`config.mk`:
```
export PLATFORM = sky130hd
export DESIGN_NAME = mm21_pixel_streamer
export DESIGN_NICKNAME = d
export VERILOG_FILES = /design/src/rtl/mm21_led_pkg.sv /design/src/rtl/mm21_byte_fifo.sv /design/src/rtl/mm21_pixel_streamer.sv
export SDC_FILE = /design/constraint.sdc
export NUM_CORES = 1
export LEC_CHECK = 0
export ABC_AREA = 1
export CORE_MARGIN = 3
export CORE_UTILIZATION = 58
export CTS_BUF_LIST = sky130_fd_sc_hd__clkbuf_8
export CTS_CLUSTER_SIZE = 10
export DETAILED_ROUTE_END_ITERATION = 10
export GPL_ROUTABILITY_DRIVEN = 0
export PLACE_DENSITY = 0.88
export SYNTH_ARGS = -nofsm -noshare
export SYNTH_HDL_FRONTEND = slang
export SYNTH_HIERARCHICAL = 1
export SYNTH_SLANG_ARGS = --single-unit
export TNS_END_PERCENT = 10
```
`constraint.sdc`:
```
create_clock -name clock -period 2.8 [get_ports clock]
set_input_delay 0.42 -clock clock [delete_from_list [all_inputs] [get_ports clock]]
set_output_delay 0.42 -clock clock [all_outputs]
set_load 0.1 [all_outputs]
```
`src/rtl/mm21_led_pkg.sv`:
```
// Shared definitions for the LED-matrix pixel streamer.
//   CMD_RESET_FRAME_INDEX : command byte that opens every frame
//   PIXELS_PER_FRAME_DEF  : default frame length in pixel bytes
//   state_t               : framing FSM state encoding
//   tx_req_t              : byte request presented to the SPI master
package mm21_led_pkg;

  localparam logic [7:0] CMD_RESET_FRAME_INDEX = 8'h26;
  localparam int         PIXELS_PER_FRAME_DEF  = 64;

  typedef enum logic [1:0] {
    ST_IDLE = 2'd0,
    ST_CMD  = 2'd1,
    ST_PIX  = 2'd2
  } state_t;

  typedef struct packed {
    logic       valid;
    logic       clear_cs;
    logic [7:0] data;
  } tx_req_t;

endpackage

```
`src/rtl/mm21_byte_fifo.sv`:
```
// Byte FIFO, power-of-two depth, first-word-fall-through head.
//   clock, reset_n : clock / async active-low reset (flushes contents)
//   push/push_data : write when not full
//   pop            : drop head when not empty
//   full/empty     : occupancy flags
//   level          : occupancy 0..DEPTH
//   head           : oldest entry (stale when empty)
module mm21_byte_fifo #(
  parameter  int DEPTH = 4,
  localparam int LW    = $clog2(DEPTH + 1),
  localparam int PW    = $clog2(DEPTH)
) (
  input  logic          clock,
  input  logic          reset_n,
  input  logic          push,
  input  logic [7:0]    push_data,
  input  logic          pop,
  output logic          full,
  output logic          empty,
  output logic [LW-1:0] level,
  output logic [7:0]    head
);

  logic [7:0]    mem [DEPTH];
  logic [PW-1:0] wr_ptr, rd_ptr;
  logic          do_push, do_pop;

  assign full    = (level == LW'(DEPTH));
  assign empty   = (level == '0);
  assign head    = mem[rd_ptr];
  // Push is gated on the registered full flag, so a pop in the same
  // cycle never lets a write through into a full FIFO.
  assign do_push = push && !full;
  assign do_pop  = pop && !empty;

  always_ff @(posedge clock or negedge reset_n) begin
    if (!reset_n) begin
      wr_ptr <= '0;
      rd_ptr <= '0;
      level  <= '0;
      for (int i = 0; i < DEPTH; i++) mem[i] <= '0;
    end else begin
      if (do_push) begin
        mem[wr_ptr] <= push_data;
        wr_ptr      <= wr_ptr + PW'(1);  // depth is a power of two: natural wrap
      end
      if (do_pop) rd_ptr <= rd_ptr + PW'(1);
      if (do_push && !do_pop)      level <= level + LW'(1);
      else if (do_pop && !do_push) level <= level - LW'(1);
    end
  end

endmodule

```
`src/rtl/mm21_pixel_streamer.sv`:
```
// Frames buffered pixel bytes for the LED-matrix SPI master: each frame is
// CMD_BYTE followed by PIXELS_PER_FRAME pixels, CS released after the last.
//   clock, reset_n         : clock / async active-low reset
//   in_valid/in_ready/in_pixel : producer push interface
//   tx_valid/tx_ready/tx_byte/tx_clear_cs : SPI master byte handshake
//   fifo_level             : pixel FIFO occupancy
//   frame_count            : completed frames, mod 256
module mm21_pixel_streamer
  import mm21_led_pkg::*;
#(
  parameter  int         FIFO_DEPTH       = 4,
  parameter  int         PIXELS_PER_FRAME = PIXELS_PER_FRAME_DEF,
  parameter  logic [7:0] CMD_BYTE         = CMD_RESET_FRAME_INDEX,
  localparam int         LW               = $clog2(FIFO_DEPTH + 1)
) (
  input  logic          clock,
  input  logic          reset_n,
  input  logic          in_valid,
  output logic          in_ready,
  input  logic [7:0]    in_pixel,
  input  logic          tx_ready,
  output logic          tx_valid,
  output logic [7:0]    tx_byte,
  output logic          tx_clear_cs,
  output logic [LW-1:0] fifo_level,
  output logic [7:0]    frame_count
);

  localparam int            CW   = $clog2(PIXELS_PER_FRAME);
  localparam logic [CW-1:0] LAST = CW'(PIXELS_PER_FRAME - 1);

  state_t        state, state_nxt;
  tx_req_t       tx_req;
  logic [CW-1:0] pix_cnt;
  logic          fifo_full, fifo_empty, fifo_pop, last_pix;
  logic [7:0]    fifo_head;

  mm21_byte_fifo #(.DEPTH(FIFO_DEPTH)) u_fifo (
    .clock     (clock),
    .reset_n   (reset_n),
    .push      (in_valid),
    .push_data (in_pixel),
    .pop       (fifo_pop),
    .full      (fifo_full),
    .empty     (fifo_empty),
    .level     (fifo_level),
    .head      (fifo_head)
  );

  assign in_ready    = !fifo_full;
  assign last_pix    = (pix_cnt == LAST);
  assign tx_valid    = tx_req.valid;
  assign tx_byte     = tx_req.data;
  assign tx_clear_cs = tx_req.clear_cs;

  always_ff @(posedge clock or negedge reset_n) begin
    if (!reset_n) state <= ST_IDLE;
    else          state <= state_nxt;
  end

  // Outputs depend only on state and FIFO head, so they hold still while
  // the master stalls; an empty FIFO in PIX simply drops tx_valid (underrun)
  // without leaving the frame.
  always_comb begin
    state_nxt = state;
    tx_req    = '0;
    fifo_pop  = 1'b0;
    case (state)
      ST_IDLE: if (fifo_level != '0) state_nxt = ST_CMD;
      ST_CMD: begin
        tx_req.valid    = 1'b1;
        tx_req.clear_cs = 1'b1;
        tx_req.data     = CMD_BYTE;
        if (tx_ready) state_nxt = ST_PIX;
      end
      ST_PIX: begin
        tx_req.valid    = !fifo_empty;
        tx_req.clear_cs = last_pix;
        tx_req.data     = fifo_head;
        if (!fifo_empty && tx_ready) begin
          fifo_pop = 1'b1;
          if (last_pix) state_nxt = ST_IDLE;
        end
      end
      default: state_nxt = ST_IDLE;
    endcase
  end

  always_ff @(posedge clock or negedge reset_n) begin
    if (!reset_n) begin
      pix_cnt     <= '0;
      frame_count <= '0;
    end else if (state == ST_CMD && tx_ready) begin
      pix_cnt <= '0;
    end else if (fifo_pop) begin
      if (last_pix) begin
        pix_cnt     <= '0;
        frame_count <= frame_count + 8'd1;
      end else begin
        pix_cnt <= pix_cnt + CW'(1);
      end
    end
  end

endmodule
```
After elaboration in Yosys (flattened, before gate mapping)
Index checks and enable logic that the tools add are counted.
{"block": "classes", "add_sub_neg": 6, "n_mul": 0, "div_mod_pow": 0, "magnitude_cmp": 3, "n_eq_ne": 8, "shifts": 0, "muxes": 19, "bitwise": 3, "reduce_logical": 18}
{"operator": "bitwise mux 32 bit", "count": 1}
{"operator": "two-way mux 8 bit", "count": 3}
{"operator": "one-hot mux 10 bit (2 select lines)", "count": 1}
{"operator": "two-way mux 6 bit", "count": 3}
{"operator": "binary-select mux 8 bit (select 2 bit)", "count": 1}
{"operator": "demux 8 bit (select 2 bit)", "count": 1}
{"operator": "adder 8 x 1 -> 8 bit (second input constant)", "count": 1}
{"operator": "two-way mux 2 bit", "count": 4}
{"operator": "inequality test 2 bit (second input constant)", "count": 4}
{"operator": "logical AND 1 bit", "count": 7}
{"operator": "adder 6 x 1 -> 6 bit (second input constant)", "count": 1}
{"operator": "equality test 6 bit (second input constant)", "count": 1}
{"operator": ">= comparator 3 bit (second input constant)", "count": 2}
{"operator": "two-way mux 3 bit", "count": 2}
{"operator": "inverter 2 -> 3 bit", "count": 2}
{"operator": "one-hot mux 2 bit (3 select lines)", "count": 1}
{"operator": "adder 2 x 1 -> 2 bit (second input constant)", "count": 2}
{"operator": "logical NOT 1 bit", "count": 4}
{"operator": "AND reduction 4 bit", "count": 1}
{"operator": "nonzero test 2 bit", "count": 2}
{"operator": "adder 3 x 1 -> 3 bit (second input constant)", "count": 1}
{"operator": "equality test 3 bit (second input constant)", "count": 1}
{"operator": "logical NOT 3 bit", "count": 1}
{"operator": "< comparator 3 x 1 -> 1 bit (second input constant)", "count": 1}
{"operator": "other kinds (8)", "count": 9}
{"block": "word_totals", "register_bits": 55, "latchBits": 0, "ramBits": 0, "mem_bits_ro": 0, "inputBits": 12, "n_memories": 0}

Longest topological paths before layout
Gate-level depths: netlist (run 1).
{"block": "logic_depth", "word_depth": 9, "depth_mapped": 15, "depth_no_buf": 15}

By module
Netlist (run 1), hierarchy kept.
{"module": "mm21_byte_fifo", "n_inst": 1, "cells_per_inst": 250, "area_each_um2": 2023.2, "seq_area_each_um2": 975.9}
{"module": "mm21_pixel_streamer", "n_inst": 1, "cells_per_inst": 158, "area_each_um2": 1087.3, "seq_area_each_um2": 400.4}

Least setup slack after synthesis (run 1)
Ideal clock, no wire load.
{"block": "synth_timing", "kind": "register to output", "startpoint": "reg u_fifo.level[0]", "endpoint": "out tx_valid", "t_arrival_ns": 2.886, "required_time_ns": 2.380, "setup_slack_ns": -0.506, "path_stages_with_launch": 7, "n_path_buf": 0, "path_cell_list": "dfrtp_1 nor2_2 nand2_1 inv_1 inv_1 nand2_1 a21oi_1"}
{"block": "synth_between", "elab_chain_cells": 3}
{"item": "start, declared", "line_no": "mm21_byte_fifo.sv:20", "text": "output logic [LW-1:0] level,"}
{"item": "start signal, assigned", "line_no": "mm21_byte_fifo.sv:48", "text": "if (do_push && !do_pop) level <= level + LW'(1);"}
{"item": "start signal, assigned", "line_no": "mm21_byte_fifo.sv:49", "text": "else if (do_pop && !do_push) level <= level - LW'(1);"}
{"item": "logical NOT 3 bit", "line_no": "mm21_byte_fifo.sv:29", "text": "assign empty = (level == '0);"}
{"item": "net fifo_empty", "line_no": "mm21_pixel_streamer.sv:35", "text": "logic fifo_full, fifo_empty, fifo_pop, last_pix;"}
{"item": "logical NOT 1 bit", "line_no": "mm21_pixel_streamer.sv:77", "text": "tx_req.valid = !fifo_empty;"}
{"item": "one-hot mux 10 bit (2 select lines)", "line_no": "mm21_pixel_streamer.sv:68", "text": "case (state)"}
{"item": "end, declared", "line_no": "mm21_pixel_streamer.sv:22", "text": "output logic tx_valid,"}
The timed path passes the listed nets, and every way through them passes these cells.

Worst setup path after layout (run 1)
{"block": "layout_timing", "startpoint": "reg u_fifo.rd_ptr[0]", "endpoint": "out tx_byte[2]"}
{"block": "layout_between", "elab_chain_cells": 5}
{"item": "start, declared", "line_no": "mm21_byte_fifo.sv:25", "text": "logic [PW-1:0] wr_ptr, rd_ptr;"}
{"item": "start signal, assigned", "line_no": "mm21_byte_fifo.sv:47", "text": "if (do_pop) rd_ptr <= rd_ptr + PW'(1);"}
{"item": "inverter 2 -> 3 bit (not written as such)", "line_no": "mm21_byte_fifo.sv:30", "text": "assign head = mem[rd_ptr];"}
{"item": "binary-select mux 8 bit (select 2 bit)", "line_no": "mm21_byte_fifo.sv:30"}
{"item": "two-way mux 8 bit (not written as such) (2 in a row)", "line_no": "mm21_byte_fifo.sv:30"}
{"item": "net fifo_head[2]", "line_no": "mm21_pixel_streamer.sv:36", "text": "logic [7:0] fifo_head;"}
{"item": "one-hot mux 10 bit (2 select lines)", "line_no": "mm21_pixel_streamer.sv:68"}
{"item": "end, declared", "line_no": "mm21_pixel_streamer.sv:23", "text": "output logic [7:0] tx_byte,"}
The timed path passes the listed nets, and every way through them passes these cells. The select of a mux whose other input is x is not followed.

==> flow_metrics.tcl, run 1 <==
set metrics [dict create \
    status "finished clean" \
    nFillCells 441 \
    worst_slew_pin_slew_ns 0.657 \
    cts-root-buf "clkbuf_8" \
    track_usage 0.233 \
    dieArea_sq_um 6280 \
    postCtsSetupRepairBufs 0 \
    p_comb_frac 0.559 \
    rsz0062_at_grt "no" \
    initialDrtViolationCount 234 \
    cellPowerDensity_nw_per_um2 1110 \
    grt_max_degree 39 \
    fp.dieW_um 79.2 \
    finalClockSkew_ns 0.00488 \
    internal_power_mw 1.89 \
    setup_viol 0 \
    path_cells "inv_2 -> o21ai_0 -> o21ai_0 -> nand2_1 -> a21oi_1 -> buf_12" \
    dp.cells 499 \
    critPathBufInv 2 \
    place_hpwl_um 4890 \
    maxSlewHeadroom 0.562 \
    clock_power_share 0.107 \
    multi_input_area_sq_um 1480 \
    timing.hold.ws_ns 0.440 \
    finalNonFillerCells 508 \
    r2r-start "u_fifo/level[0]" \
    syn_avg_cell_area_sq_um 7.62 \
    start_util 0.605 \
    hold_viol 0 \
    drive_gt1_frac 0.112 \
    synth_compound_area_frac 0.0579 \
    crit_path_end_kind "output port" \
    place_ws_ns 0.516 \
    worst-path-max-fanout 19 \
    setup_ws_ns 0.263 \
    ys_ff_latch 55 \
    drv_cap 0 \
    power.net_switching_mw 2.06 \
    core_area_sq_um 5140 \
    worst_setup_path_start_kind "register" \
    min_path_type "input port to async pin" \
    synthArstFlopShare 1.00 \
    nets 460 \
    numCtsBuffers 5 \
    synthCells 408 \
    clk_pin_slew_worst_paths_ns 0.09 \
    synth_seq_area_share 0.442 \
    yosysTopAreaCell "dfrtp_1" \
    final.min_clock_period_ns 2.54 \
    synth_top_area_frac 0.442 \
    grt_pass1_vias 2628 \
    antenna_cells 0 \
    crit_family "flip-flops" \
    avgViaCountPerCell 5.55 \
    final_cell_area_sq_um 3560 \
    drt-pass1-iter-count 4 \
    vias 2817 \
    clock_sinks 55 \
    synth_enable_flop_cells 0 \
    synth_xor_area_frac 0.0197 \
    routed_wl_um 6960 \
    grt_overflow 0 \
    io-pin-count 34 \
    ant_nets 0 \
    peakVddDrop_mv 0.828 \
    cts_tree "yes" \
    required_ns 2.38 \
    max_stage_delay_ns 0.63 \
    antenna_found_initial 0 \
    cts_buffer_depth 2 \
    synth_area_leaders "dfrtp_1 44%, nand2_1 18%, nand4_1 6.8%" \
    placed_area_sq_um 3470 \
    p_seq_frac 0.334 \
    r2r-end "u_fifo/level[2]" \
    register_area_sq_um 1380 \
    port_buffers 33 \
    insertion_delay_ns 0.31 \
    htree_levels 2 \
    rows 26 \
    wl_per_cell_um 13.7 \
    ys_types 27 \
    layout_common_cells "151 x nand2_1, 55 x dfrtp_1, 36 x nor2_1, 35 x inv_1, 34 x nand4_1" \
    synth_area_sq_um 3110 \
    grt_pass1_wl_um 11700 \
    yosysWarnings 6 \
    p_leak_nw 1.89 \
    arrival_ns 2.12 \
    slowest_stage "dfrtp_1" \
    synth_simple_gate_area_frac 0.351 \
    slew_viol_final 0 \
    fmax_mhz 394 \
    synth_top_family_by_area "simple AND/OR/NAND/NOR gates" \
    finalCritPeriodShare 0.906 \
    die_y_um 79.2 \
    r2r_cells 14 \
    p_sw_frac 0.521 \
    criticalPathCategory "register to output port" \
    ys.flop_type "dfrtp_1" \
    synth_fp_nets 431 \
    power.total_mw 3.95 \
    route.detailed.drc 0 \
    synthAdderAreaFrac 0.0467 \
    muxShareOfSynthArea 0 \
    syn2layout_area_growth_pct 14.5 \
    regToRegSetupSlack_ns 0.54 \
    cpMostUsedCell "o21ai_0" \
    cts_resized 0 \
    layout_commonest_cell "nand2_1" \
]
==> layer usage <==
metal / share of wire / GRT usage / wire length [um]
met3: 0.058 / 0.0408 / 407
met5: 0 / 0 / 0
met2: 0.50 / 0.402 / 3490
met4: 0.012 / 0.0636 / 85
met1: 0.43 / 0.300 / 2970
==> cell families (layout without fill, tap and decap cells) <==
logic type,after synthesis,count (layout)
flip-flops,55,55
adder cells (fa/ha/maj),11,11
AND/OR/NAND/NOR,247,247
buffers and inverters,53,83
XOR/XNOR,7,7
AO/OA/AOI/OAI,35,35
==> repair_timing <==
| action | in CTS | in global routing |
|---|---|---|
| hold buffers | 1 | 0 |
| endpoints found under the setup margin | 0 | 0 |
| endpoints found under the hold margin | 3 | 0 |
==> synth_stat cells (all sizes together) (2+ instances only) <==
cell type	instances
buf	15
xnor2	3
nand3	18
ha	10
a21oi	6
dfrtp	55
xor2	4
inv	35
nor2	39
nand2	154
nand4	34
nand3b	2
clkbuf	2
o21ai	28
==> metrics by stage <==
step                utilization  TNS, ns
CTS                       0.693        0
detailed placement        0.675        0
global route              0.693        0
floorplan                     -  -0.0357
global placement          0.675        0
finish                    0.693        0
==> power by group through the flow <==
stage / Clock, mW / Sequential (mW) / Combinational, mW
global placement: 0 / 1.32 / 2.15
global route: 0.467 / 1.36 / 2.41
floorplan: 0 / 1.40 / 1.58
detailed placement: 0 / 1.33 / 2.21
finish: 0.424 / 1.32 / 2.21
CTS: 0.432 / 1.31 / 2.21
==> worst max path at each step <==
stage | startpoint | end | slack (ns) | cells after the start
4_1_cts | u_fifo/rd_ptr[0] | tx_byte[1] | 0.29 | 6
5_1_grt | u_fifo/rd_ptr[0] | tx_byte[5] | 0.11 | 6
3_5_place_dp | tx_ready | u_fifo/level[2] | 0.52 | 11
2_1_floorplan | u_fifo/rd_ptr[0] | tx_byte[5] | -0.01 | 7
3_3_place_gp | tx_ready | u_fifo/level[1] | 0.56 | 9
6_report | u_fifo/rd_ptr[0] | tx_byte[2] | 0.26 | 6
==> worst reg2reg max path: cells and delay by family (launching register included) <==
kind / cells / cell delay, ns
simple gates: 8 / 0.79
fa+ha+maj: 2 / 0.55
flops: 1 / 0.47
buf+inv: 4 / 0.32
==> flip-flops by register name, summed over array words and instances, names as in the netlist <==
| signal | count |
|---|---|
| state | 2 |
| frame_count | 8 |
| u_fifo/mem | 32 |
| u_fifo/rd_ptr | 2 |
| pix_cnt | 6 |
| u_fifo/level | 3 |
| u_fifo/wr_ptr | 2 |
==> cell type report <==
class | instances | share of cell area
multi-input combinational | 300 | 0.416
inverter | 36 | 0.0394
timing repair buffer | 39 | 0.110
clock buffer | 5 | 0.0193
clock inverter | 3 | 0.00351
sequential | 55 | 0.387
tap | 70 | 0.0246
(Power assumes the default switching activity.)
==> run 2: changes to the inputs <==
Settings changed: CAP_MARGIN from default to 20, CORE_UTILIZATION 58 to 25, PLACE_DENSITY 0.88 to 0.48.
==> run 2 against run 1 <==
Effect of this change:
- register-to-register slack about the same
- global-route usage fell by 11 points
- total power rose by 2.6%
- fmax increased by 4.0%
- highest routed layer unchanged
- sequential share of layout area down 1.8 points
- clock skew is essentially flat
- sequential power barely moved
- first-iteration DRC count is 5.6% lower
- clock power rose by 5.0%
- flip-flop and latch count unchanged
- core utilization fell by 38 points
- worst setup slack improved by 0.097 ns
==> flow_metrics.tcl, run 2 (synthesized netlist as in run 1, its figures left out) <==
set metrics [dict create \
    rows 40 \
    crit_path_end_kind "output port" \
    start_util 0.257 \
    arrival_ns 2.02 \
    peakVddDrop_mv 0.444 \
    p_leak_nw 1.90 \
    min_path_type "input port to async pin" \
    clock_sinks 55 \
    p_comb_frac 0.572 \
    grt_max_degree 39 \
    wl_per_cell_um 13.3 \
    cts_resized 0 \
    fin_util 0.308 \
    cts_buffer_depth 2 \
    nets 460 \
    dieArea_sq_um 13800 \
    route.detailed.drc 0 \
    grt_pass1_vias 2716 \
    clock_power_share 0.110 \
    slew_viol_final 0 \
    hold_viol 0 \
    timing.hold.ws_ns 0.106 \
    fp.dieW_um 118 \
    finalNonFillerCells 606 \
    final.min_clock_period_ns 2.44 \
    place_hpwl_um 5600 \
    die_y_um 118 \
    setup_ws_ns 0.360 \
    power.net_switching_mw 2.11 \
    postCtsSetupRepairBufs 0 \
    grt_pass1_wl_um 13600 \
    initialDrtViolationCount 221 \
    io-pin-count 34 \
    clk_pin_slew_worst_paths_ns 0.10 \
    internal_power_mw 1.95 \
    postCtsHoldBufs 0 \
    cts-root-buf "clkbuf_8" \
    numCtsBuffers 5 \
    worst_slew_pin_slew_ns 0.632 \
    required_ns 2.38 \
    vias 2687 \
    port_buffers 33 \
    core_area_sq_um 12100 \
    nFillCells 1351 \
    layout_common_cells "151 x nand2_1, 55 x dfrtp_1, 36 x nor2_1, 35 x inv_1, 34 x nand4_1" \
    insertion_delay_ns 0.32 \
    routed_wl_um 8050 \
    dp.cells 598 \
    drive_gt1_frac 0.114 \
    antenna_found_initial 0 \
    rsz0062_at_grt "no" \
    regMostFlops "u_fifo/mem" \
    worst_setup_path_start_kind "register" \
    layout_commonest_cell "nand2_1" \
    grt_overflow 0 \
    top_regs "u_fifo/mem: 32 flops, frame_count: 8 flops, pix_cnt: 6 flops" \
    fmax_mhz 410 \
    criticalPathCategory "register to output port" \
    ant_nets 0 \
    power.total_mw 4.06 \
    drv_cap 0 \
    maxSlewHeadroom 0.578 \
    syn2layout_area_growth_pct 20.0 \
    track_usage 0.120 \
    p_seq_frac 0.318 \
    finalClockSkew_ns 0.00534 \
    worst-path-max-fanout 18 \
    finalCritPeriodShare 0.871 \
    drt-pass1-iter-count 4 \
    avgViaCountPerCell 4.43 \
    htree_levels 2 \
    antenna_cells 0 \
    cellPowerDensity_nw_per_um2 1090 \
    status "finished clean" \
    setup_viol 0 \
    cts_tree "yes" \
    place_ws_ns 0.496 \
    p_sw_frac 0.519 \
    largest_reg_flops 32 \
]
-- run 2: critical path: stages, from the launching register on --
cell	delay, ns
dfrtp_1	0.51
inv_2	0.30
o21ai_0	0.12
o21ai_0	0.17
nand2_1	0.08
a21oi_1	0.29
buf_12	0.22
-- run 2: worst paths after layout --
path                            slack (ns)        startpoint         endpoint  depth (start not counted)
worst min register to register        0.48     u_fifo/mem[2]    u_fifo/mem[2]                          2
worst max-delay path                  0.36  u_fifo/rd_ptr[0]       tx_byte[2]                          6
worst min-delay path                  0.11           reset_n         state[0]                          1
min in group clock                    0.48     u_fifo/mem[2]    u_fifo/mem[2]                          2
max in group asynchronous             2.09           reset_n   u_fifo/mem[14]                          2
worst max register to register        0.54   u_fifo/level[0]  u_fifo/level[2]                         14
-- run 2: power groups by stage --
stage               Combinational (mW)  Clock, mW  Sequential, mW
global placement                  2.32          0            1.30
finish                            2.32      0.445            1.29
global route                      2.54      0.500            1.34
detailed placement                2.33          0            1.31
floorplan                         1.58          0            1.40
CTS                               2.34      0.480            1.29
-- run 2: layout make-up --
type                       count  area [sq um]  share of cell area
clock buffer                   5          68.8              0.0184
sequential                    55          1380               0.369
multi-input combinational    300          1480               0.397
inverter                      36           140              0.0376
tap                          168           210              0.0563
timing repair buffer          39           440               0.118
clock inverter                 3          12.5             0.00335
-- run 2: stage by stage --
stage / setup TNS (ns) / cell area, sq um
after floorplan: -0.0357 / 3110
after global placement: 0 / 3650
after detailed placement: 0 / 3650
after CTS: 0 / 3730
after global routing: 0 / 3730
final: 0 / 3730
-- run 2: routing by layer --
| metal | global-route usage | share of wire |
|---|---|---|
| met1 | 0.164 | 0.50 |
| met2 | 0.194 | 0.46 |
| met3 | 0.0231 | 0.036 |
| met4 | 0.0322 | 0.013 |
| met5 | 0 | 0 |
==> run 3: changes to the inputs <==
Settings changed: CAP_MARGIN 20 to 0.
==> results of run 3 <==
The final DEF is identical to that of run 2; final timing and power are the same.
